$ cat config.mk
export PLATFORM = sky130hd
export DESIGN_NAME = bram_dp_arbiter
export DESIGN_NICKNAME = d
export VERILOG_FILES = /design/src/rtl/bram_dp_arbiter_pkg.sv /design/src/rtl/bram_dp_arbiter_rr_dual_grant.sv /design/src/rtl/bram_dp_arbiter.sv
export SDC_FILE = /design/constraint.sdc
export NUM_CORES = 1
export LEC_CHECK = 0
export BUFFER_PORTS_ARGS = -buffer_cell sky130_fd_sc_hd__buf_4
export CAP_MARGIN = 0
export CORE_AREA = 2 2 170 172
export CTS_BUF_LIST = sky130_fd_sc_hd__clkbuf_4
export DETAILED_ROUTE_END_ITERATION = 10
export DIE_AREA = 0 0 172 174
export GPL_TIMING_DRIVEN = 0
export PLACE_DENSITY = 0.52
export SYNTH_ARGS = -nofsm -noshare
export SYNTH_HDL_FRONTEND = slang
export SYNTH_SLANG_ARGS = --single-unit
$ cat constraint.sdc
create_clock -name clk_i -period 8.6 [get_ports clk_i]
set_clock_uncertainty 0.2 [all_clocks]
set_input_delay 0.43 -clock clk_i [delete_from_list [all_inputs] [get_ports clk_i]]
set_output_delay 0.43 -clock clk_i [all_outputs]
set_load 0.005 [all_outputs]
$ cat src/rtl/bram_dp_arbiter_pkg.sv
// Shared constants and helpers for the dual-port BRAM arbiter.
// Read tags are sized for the largest supported requester count.
package bram_arb_pkg;

    localparam int unsigned NUM_REQ_MAX = 8;
    localparam int unsigned RD_LATENCY  = 3;
    localparam int unsigned ID_W_MAX    = $clog2(NUM_REQ_MAX);

    // Width of a requester index / round-robin pointer.
    function automatic int unsigned id_width(input int unsigned n);
        return (n <= 2) ? 1 : $clog2(n);
    endfunction

    typedef struct packed {
        logic                vld;
        logic [ID_W_MAX-1:0] id;
    } rd_tag_t;

endpackage

$ cat src/rtl/bram_dp_arbiter_rr_dual_grant.sv
// Two-grant round-robin picker: first valid requester from the pointer
// gets port A, the second gets port B unless it conflicts with A.
module rr_dual_grant
    import bram_arb_pkg::*;
#(
    parameter int unsigned NUM_REQ    = 4,
    parameter int unsigned ADDR_LINES = 4,
    localparam int unsigned PTR_W     = id_width(NUM_REQ)
) (
    input  logic [NUM_REQ-1:0]            i_valid,
    input  logic [PTR_W-1:0]              i_ptr,
    input  logic [NUM_REQ*ADDR_LINES-1:0] i_addr,
    input  logic [NUM_REQ-1:0]            i_we,
    output logic [NUM_REQ-1:0]            o_grant_a_c,
    output logic [NUM_REQ-1:0]            o_grant_b_c,
    output logic [PTR_W-1:0]              o_next_ptr_c
);

    logic [ADDR_LINES-1:0] w_addr [NUM_REQ];
    logic                  w_found_a;
    logic                  w_found_b;
    logic                  w_hazard;
    logic [PTR_W-1:0]      w_idx_a;
    logic [PTR_W-1:0]      w_idx_b;
    logic [PTR_W-1:0]      w_scan;
    logic [PTR_W-1:0]      w_last;

    for (genvar g = 0; g < NUM_REQ; g++) begin : g_addr
        assign w_addr[g] = i_addr[g*ADDR_LINES +: ADDR_LINES];
    end

    // Circular scan starting at the pointer.
    always_comb begin
        w_found_a = 1'b0;
        w_found_b = 1'b0;
        w_idx_a   = '0;
        w_idx_b   = '0;
        w_scan    = '0;
        for (int unsigned k = 0; k < NUM_REQ; k++) begin
            w_scan = PTR_W'((32'(i_ptr) + k) % NUM_REQ);
            if (i_valid[w_scan]) begin
                if (!w_found_a) begin
                    w_found_a = 1'b1;
                    w_idx_a   = w_scan;
                end else if (!w_found_b) begin
                    w_found_b = 1'b1;
                    w_idx_b   = w_scan;
                end
            end
        end
    end

    // Same-address pair with a write: B retries, pointer skips only A.
    always_comb begin
        w_hazard     = w_found_b && (w_addr[w_idx_a] == w_addr[w_idx_b])
                       && (i_we[w_idx_a] || i_we[w_idx_b]);
        o_grant_a_c  = '0;
        o_grant_b_c  = '0;
        if (w_found_a) o_grant_a_c[w_idx_a] = 1'b1;
        if (w_found_b && !w_hazard) o_grant_b_c[w_idx_b] = 1'b1;
        w_last       = (w_found_b && !w_hazard) ? w_idx_b : w_idx_a;
        if (!w_found_a) begin
            o_next_ptr_c = i_ptr;
        end else if (w_last == PTR_W'(NUM_REQ - 1)) begin
            o_next_ptr_c = '0;
        end else begin
            o_next_ptr_c = w_last + PTR_W'(1);
        end
    end

endmodule

$ cat src/rtl/bram_dp_arbiter.sv
// Shares one dual-port RAM among NUM_REQ requesters: registers the port
// commands, tracks the fixed read latency and steers read data back.
module bram_dp_arbiter
    import bram_arb_pkg::*;
#(
    parameter int unsigned NUM_REQ    = 4,
    parameter int unsigned RAM_WIDTH  = 32,
    parameter int unsigned ADDR_LINES = 4
) (
    input  logic                          clk_i,
    input  logic                          rstn_i,
    input  logic [NUM_REQ-1:0]            req_valid,
    output logic [NUM_REQ-1:0]            req_ready,
    input  logic [NUM_REQ-1:0]            req_we,
    input  logic [NUM_REQ*ADDR_LINES-1:0] req_addr,
    input  logic [NUM_REQ*RAM_WIDTH-1:0]  req_wdata,
    output logic [NUM_REQ-1:0]            rsp_valid,
    output logic [NUM_REQ*RAM_WIDTH-1:0]  rsp_rdata,
    output logic [ADDR_LINES-1:0]         ram_addra,
    output logic [ADDR_LINES-1:0]         ram_addrb,
    output logic [RAM_WIDTH-1:0]          ram_dina,
    output logic [RAM_WIDTH-1:0]          ram_dinb,
    output logic                          ram_wea,
    output logic                          ram_web,
    output logic                          ram_ena,
    output logic                          ram_enb,
    output logic                          ram_regcea,
    output logic                          ram_regceb,
    output logic                          ram_rstna,
    output logic                          ram_rstnb,
    input  logic [RAM_WIDTH-1:0]          ram_douta,
    input  logic [RAM_WIDTH-1:0]          ram_doutb
);

    localparam int unsigned PTR_W = id_width(NUM_REQ);

    logic [PTR_W-1:0]      r_ptr;
    logic [NUM_REQ-1:0]    r_rsp_valid;
    rd_tag_t               r_pa [RD_LATENCY];
    rd_tag_t               r_pb [RD_LATENCY];
    logic [NUM_REQ-1:0]    w_grant_a;
    logic [NUM_REQ-1:0]    w_grant_b;
    logic [PTR_W-1:0]      w_next_ptr;
    logic [PTR_W-1:0]      w_idx_a;
    logic [PTR_W-1:0]      w_idx_b;
    logic                  w_any_a;
    logic                  w_any_b;
    logic [ADDR_LINES-1:0] w_addr  [NUM_REQ];
    logic [RAM_WIDTH-1:0]  w_wdata [NUM_REQ];

    for (genvar g = 0; g < NUM_REQ; g++) begin : g_unpack
        assign w_addr[g]  = req_addr[g*ADDR_LINES +: ADDR_LINES];
        assign w_wdata[g] = req_wdata[g*RAM_WIDTH +: RAM_WIDTH];
    end

    rr_dual_grant #(
        .NUM_REQ    (NUM_REQ),
        .ADDR_LINES (ADDR_LINES)
    ) u_pick (
        .i_valid      (req_valid),
        .i_ptr        (r_ptr),
        .i_addr       (req_addr),
        .i_we         (req_we),
        .o_grant_a_c  (w_grant_a),
        .o_grant_b_c  (w_grant_b),
        .o_next_ptr_c (w_next_ptr)
    );

    assign req_ready = w_grant_a | w_grant_b;
    assign w_any_a   = |w_grant_a;
    assign w_any_b   = |w_grant_b;
    assign ram_rstna = rstn_i;
    assign ram_rstnb = rstn_i;

    always_comb begin
        w_idx_a = '0;
        w_idx_b = '0;
        for (int unsigned i = 0; i < NUM_REQ; i++) begin
            if (w_grant_a[i]) w_idx_a = PTR_W'(i);
            if (w_grant_b[i]) w_idx_b = PTR_W'(i);
        end
    end

    // Port A is enabled for any grant: the RAM gates port B on ena.
    always_ff @(posedge clk_i or negedge rstn_i) begin
        if (!rstn_i) begin
            r_ptr       <= '0;
            ram_ena     <= 1'b0;
            ram_enb     <= 1'b0;
            ram_wea     <= 1'b0;
            ram_web     <= 1'b0;
            ram_addra   <= '0;
            ram_addrb   <= '0;
            ram_dina    <= '0;
            ram_dinb    <= '0;
            r_rsp_valid <= '0;
            for (int s = 0; s < RD_LATENCY; s++) begin
                r_pa[s] <= '0;
                r_pb[s] <= '0;
            end
        end else begin
            r_ptr     <= w_next_ptr;
            ram_ena   <= w_any_a || w_any_b;
            ram_enb   <= w_any_b;
            ram_wea   <= w_any_a && req_we[w_idx_a];
            ram_web   <= w_any_b && req_we[w_idx_b];
            ram_addra <= w_any_a ? w_addr[w_idx_a] : w_addr[w_idx_b];
            ram_dina  <= w_wdata[w_idx_a];
            ram_addrb <= w_addr[w_idx_b];
            ram_dinb  <= w_wdata[w_idx_b];
            r_pa[0]   <= '{vld: w_any_a && !req_we[w_idx_a], id: ID_W_MAX'(w_idx_a)};
            r_pb[0]   <= '{vld: w_any_b && !req_we[w_idx_b], id: ID_W_MAX'(w_idx_b)};
            for (int s = 1; s < RD_LATENCY; s++) begin
                r_pa[s] <= r_pa[s-1];
                r_pb[s] <= r_pb[s-1];
            end
            for (int unsigned i = 0; i < NUM_REQ; i++) begin
                r_rsp_valid[i] <= (r_pa[1].vld && (r_pa[1].id == ID_W_MAX'(i)))
                               || (r_pb[1].vld && (r_pb[1].id == ID_W_MAX'(i)));
            end
        end
    end

    assign ram_regcea = r_pa[1].vld;
    assign ram_regceb = r_pb[1].vld;
    assign rsp_valid  = r_rsp_valid;

    // Output-register data goes straight to its requester, no extra stage.
    always_comb begin
        rsp_rdata = '0;
        for (int unsigned i = 0; i < NUM_REQ; i++) begin
            if (r_pa[2].vld && (r_pa[2].id == ID_W_MAX'(i))) begin
                rsp_rdata[i*RAM_WIDTH +: RAM_WIDTH] = ram_douta;
            end else if (r_pb[2].vld && (r_pb[2].id == ID_W_MAX'(i))) begin
                rsp_rdata[i*RAM_WIDTH +: RAM_WIDTH] = ram_doutb;
            end
        end
    end

endmodule

Yosys cells after proc, flatten, opt, wreduce, memory -nomap -nowiden --
Cells that the tools add are included.
Word-level totals: register bits 100, bits of input ports 218, output and inout bits 216, logic and storage cells 181
Cells by class: add/sub/neg operators 4, $lt $le $gt $ge 14, eq/ne operators 14, muxes and demuxes 82, bitwise logic cells 5, reduce and logical (&&, ||, !) cells 40
Operators by type and width (count):
- $mux 32 | 12
- $bmux 32 s2 | 2
- $mux 4 | 11
- $mux 2 | 21
- $bmux 4 s2 | 4
- $logic_and 1x1->1 | 25
- $lt 2x3->1 const B | 8
- $mux 1 | 22
- $eq 2x2->1 const B | 9
- $bmux 1 s2 | 8
- $ge 3x3->1 const B | 4
- $logic_not 3->1 | 4
- $not 2->3 | 4
- $eq 2x1->1 const B | 4
- $reduce_or 4->1 | 2
- $logic_or 1x1->1 | 6
- $add 2x1->2 const B | 2
- $add 2x2->2 const B | 2
- $demux 1 s2 | 2
- $eq 4x4->1 | 1
- $ge 2x1->1 const B | 2
- $or 4x4->4 | 1
- $logic_not 1->1 | 3

Longest topological paths before layout --
depth after elaboration 29, mapped depth 17, depth with buffers taken out 13

Cells and area by module --
Synthesis repeated with hierarchy kept, for this count alone.
Second synthesis, totals: cells, all modules 728, area, all modules 6861.6 um2
By module, submodules not included:
- bram_dp_arbiter | instances 1, cells an instance 580, area each 5711.7 um2
- rr_dual_grant | instances 1, cells an instance 148, area each 1149.9 um2

Least setup slack after synthesis --
Ideal clock, no wire load.
path kind input -> output, start point input port req_valid[0], end point output port req_ready[1], arrival 3.380 ns, data required time 7.970 ns, path slack 4.590 ns, stages on the path 17, buffers on the path 4, path through buf_4 buf_4 nor2_1 a211o_1 o21ai_0 ha_1 inv_1 o311ai_0 nand3_1 o311a_1 buf_2 mux4_2 xnor2_2 o2111a_4 a21o_4 buf_6 o22ai_2
On the way: cells in the longest elaborated chain, start to end 22, elaborated cells between the ends (all ways) 64, those cells by class 4 x order compare; 1 x eq/ne; 49 x mux; 3 x bitwise; 7 x reduce/logical
RTL lines:
- start, declared | line bram_dp_arbiter.sv:12 | input logic [NUM_REQ-1:0] req_valid,
- $bmux 1 s2 | line bram_dp_arbiter_rr_dual_grant.sv:41 | if (i_valid[w_scan]) begin
- $mux 1 (not written as such) | line bram_dp_arbiter_rr_dual_grant.sv:41
- $mux 1 | line bram_dp_arbiter_rr_dual_grant.sv:41
- $mux 2 or $mux 1 (tied branches) | line bram_dp_arbiter_rr_dual_grant.sv:42 | if (!w_found_a) begin
- $mux 2 or $mux 1 (tied branches) | line bram_dp_arbiter_rr_dual_grant.sv:41
- $mux 2 | line bram_dp_arbiter_rr_dual_grant.sv:45 | end else if (!w_found_b) begin
- $mux 2 | line bram_dp_arbiter_rr_dual_grant.sv:42
- $mux 2 | line bram_dp_arbiter_rr_dual_grant.sv:41
- [... 5 more ...]
- $mux 4 (not written as such) (2 in a row) | line bram_dp_arbiter_rr_dual_grant.sv:55 | w_hazard = w_found_b && (w_addr[w_idx_a] == w_addr[w_idx_b])
- $eq 4x4->1 | line bram_dp_arbiter_rr_dual_grant.sv:55
- $logic_and 1x1->1 | line bram_dp_arbiter_rr_dual_grant.sv:55
- $logic_and 1x1->1 | line bram_dp_arbiter_rr_dual_grant.sv:56 | && (i_we[w_idx_a] || i_we[w_idx_b]);
- $logic_not 1->1 | line bram_dp_arbiter_rr_dual_grant.sv:60 | if (w_found_b && !w_hazard) o_grant_b_c[w_idx_b] = 1'b1;
- $logic_and 1x1->1 | line bram_dp_arbiter_rr_dual_grant.sv:60
- $mux 4 | line bram_dp_arbiter_rr_dual_grant.sv:60
- $or 4x4->4 * | line bram_dp_arbiter.sv:69 | assign req_ready = w_grant_a | w_grant_b;
- end, declared | line bram_dp_arbiter.sv:13 | output logic [NUM_REQ-1:0] req_ready,
Mark *: on every way between the ends. The rest lies on a longest branch, timed or not. The select of a mux whose other input is x is not followed.

Worst setup path in the final report --
start point register r_ptr[0], end point output port req_ready[0]
On the way: cells in the longest elaborated chain, start to end 22, elaborated cells between the ends (all ways) 67, those cells by class 3 x add/sub; 4 x order compare; 1 x eq/ne; 49 x mux; 3 x bitwise; 7 x reduce/logical
RTL lines:
- start, declared | line bram_dp_arbiter.sv:37 | logic [PTR_W-1:0] r_ptr;
- start signal, assigned | line bram_dp_arbiter.sv:102 | r_ptr <= w_next_ptr;
- parallel branches: the longest is 21 deep, another holds $add 2x1->2
- $or 4x4->4 * | line bram_dp_arbiter.sv:69
Every way passes the cells marked *. The select of a mux whose other input is x is not followed.

==> reports/metrics.yaml <==
global_routing:
  grt_pass1_wl_um: 54700
  grt_antenna_before_repair: 2
  grt_start_max_net_pins: 103
  grt_pass1_vias: 8957
  overflow: 0
  track_usage_pct: 23.7
yosys:
  synth_top_family_by_area: "compound AO/OA/AOI/OAI gates"
  synth-xor-area-share_pct: 0.566
  seq_area_frac_synth_pct: 33.3
  synthMuxAreaShare_pct: 7.39
  yosysUniqueCellTypes: 75
  syn_area_um2: 7520
  avgSynthCellArea_um2: 9.43
  synth_seq_cells: 100
  synth-simple-area-share_pct: 13.4
  yosys_warnings: 0
  async_flop_share_pct: 100
  synth_nets: 1017
  synth_edf_count: 0
  synth_fa_ha_area_share_pct: 0.333
  synthCells: 797
  synth_flop_cell: "dfrtp_1"
  synth_compound_area_share_pct: 37.4
die:
  chipHeight_um: 174
  fp-row-count: 62
  io_pins: 434
  die_w_um: 172
  core_area_um2: 28200
  die_area_um2: 29900
  floorplan.initialDensity_pct: 26.6
layout:
  syn_to_final_growth_pct: 64.2
  final_common_cell: "buf_4"
  final_layout_size_suffix_gt1_share_pct: 41.7
  fin_cells: 1725
  design_area_um2: 12300
  nets: 1554
  fin_util_pct: 43.7
  mostFrequentLayoutCells: "440 x buf_4, 128 x a22o_1, 100 x dfrtp_1"
routing:
  wl_per_cell_um: 21.6
  antenna_left: 0
  drt_drc_violations_left: 0
  dr.pass1.iters: 5
  drt_iter0_drc: 564
  wl_um: 37200
  viasPerCell: 5.27
  routed-via-count: 9084
worst_hold_path:
  whs_endpoint: "ram_addrb[1]"
  hold_path_class: "primary input to flip-flop"
  min_path_cells: 3
  hp-start: "req_addr[1]"
setup_path:
  rr_endpoint: "ram_dinb[12]"
  crit_required_ns: 7.97
  crit_path_end_kind: "output pin"
  worst-setup-path-type: "flip-flop to output pin"
  max_stage_delay_ns: 0.57
  r2r_start: "r_ptr[0]"
  cp_slowest_cell: "dfrtp_1"
  cp_data_arrival_time_ns: 4.82
  path_cells: "buf_2 -> buf_4 -> a211o_1 -> o21ai_0 -> ha_1 -> a211oi_1 -> o311a_1 -> buf_2 -> mux4_2 -> xnor2_2 -> o2111ai_2 -> nor2_4 -> o31ai_1 -> buf_4"
  rr_worst_depth: 15
  cp_max_fo: 10
  start_kind: "flip-flop"
  reg2reg_setup_slack_ns: 3.56
place:
  detailedPlacementHpwl_um: 28200
  gp_congestion: 0.885
  dpl_cell_area_um2: 11200
  portBuffers: 432
  place_inst: 1613
timing:
  hold_viol: 0
  fmax_mhz: 184
  worst_pin_slew_ns: 0.941
  final.setup.tns_ns: 0
  rsz0062_at_grt: "no"
  maxSlewViolCount: 0
  holdWs_ns: 0.0420
  min_period_ns: 5.45
  max-slew-margin-rel_pct: 36.4
  period_share_pct: 63.3
  setup_viol: 0
clocking:
  cts_buffers: 9
  cts_max_level: 3
  root_buffer: "clkbuf_4"
  cts.clk_slew.worst_paths_ns: 0.17
  cts_buffer_depth: 2
  cts_tree: "yes"
  cts_sinks: 100
  worst_skew_pair.late_latency_ns: 0.48
status:
  outcome: "complete, no violations"
pwr:
  cellPowerDensity_nw_per_um2: 316
  peakVddDrop_uv: 120
  power_leakage_nw: 5.76
run:
  max-cap-violations: 0
[cell type report]
cell class	instances	area (um2)
fill	2840	15900
multi-input combinational	570	4440
timing repair buffer	526	4210
sequential	100	2500
tap	384	480
buffer	82	403
inverter	45	169
clock buffer	9	67.6
clock inverter	7	67.6
antenna	2	5.00
[where the power goes]
group | internal (mW) | switching, mW | total (mW)
combinational | 1.35 | 1.49 | 2.85
sequential | 0.699 | 0.0918 | 0.791
clock | 0.0678 | 0.191 | 0.259
total | 2.12 | 1.78 | 3.89
[layer usage]
metal,track usage (%),vias to the layer above,share of wire (%)
met2,39.8,408,49
li1,-,4160,-
met5,0,-,0
met3,4.17,84,6.1
met4,11.3,0,5.0
met1,29.4,4432,40
[Yosys cell counts (all sizes together) (18+ instances only)]
cell type  number  area (um2)
a22o          128        1120
dfrtp         100        2500
nand2          94         353
clkbuf         53         199
mux2i          48         480
inv            44         165
nand3          41         205
o221a          34         383
a21oi          29         160
buf            29         204
o211ai         29         218
o221ai         29         429
nor2           18        77.6
[state kept, by name (all words and copies together) (netlist names)]
register	cells
ram_regcea	1
r_pa	8
ram_regceb	1
ram_ena	1
ram_dinb	32
ram_addrb	4
ram_web	1
ram_wea	1
ram_addra	4
ram_dina	32
r_ptr	2
r_pb	8
rsp_valid	4
ram_enb	1
[worst max-delay path, delay by kind of cell (launching register included)]
family | cells | cell delay [ns]
AO/OA/AOI/OAI | 6 | 1.45
buffers and inverters | 4 | 0.93
flip-flops | 1 | 0.57
multiplexers | 1 | 0.56
AND/OR/NAND/NOR | 1 | 0.40
adder cells (fa/ha/maj) | 1 | 0.23
XOR/XNOR | 1 | 0.20
[what timing repair did]
| item | in CTS | in global routing |
|---|---|---|
| setup buffers | 0 | 0 |
| hold buffers | 86 | 7 |
| resized for setup | 0 | 0 |
| hold endpoints to repair | 60 | 104 |
[logic make-up (layout without fill, tap and decap cells)]
group           Yosys count  count (layout)
simple gates            203             203
xor+xnor                  4               4
other cells               0               2
fa+ha+maj                 2               2
mux                      52              52
buf+inv                 127             669
flops                   100             100
compound gates          309             309
[how the worst max path moves through the flow]
| stage | cells after the start | from | end | slack (ns) |
|---|---|---|---|---|
| after floorplan | 17 | req_valid[0] | req_ready[1] | 4.59 |
| after global placement | 16 | req_valid[0] | req_ready[3] | 3.66 |
| after detailed placement | 18 | req_valid[0] | req_ready[3] | 3.69 |
| after CTS | 17 | r_ptr[1] | req_ready[3] | 3.12 |
| after global routing | 17 | r_ptr[1] | req_ready[3] | 2.78 |
| final | 14 | r_ptr[0] | req_ready[0] | 3.15 |
[per-stage QoR]
| step | worst slack (ns) | total power, mW |
|---|---|---|
| final | 3.15 | 3.89 |
| after global placement | 3.66 | 3.48 |
| after floorplan | 4.59 | 2.24 |
| after global routing | 2.78 | 4.16 |
| after CTS | 3.12 | 3.88 |
| after detailed placement | 3.69 | 3.47 |
Power figures use the tool's default switching activity.
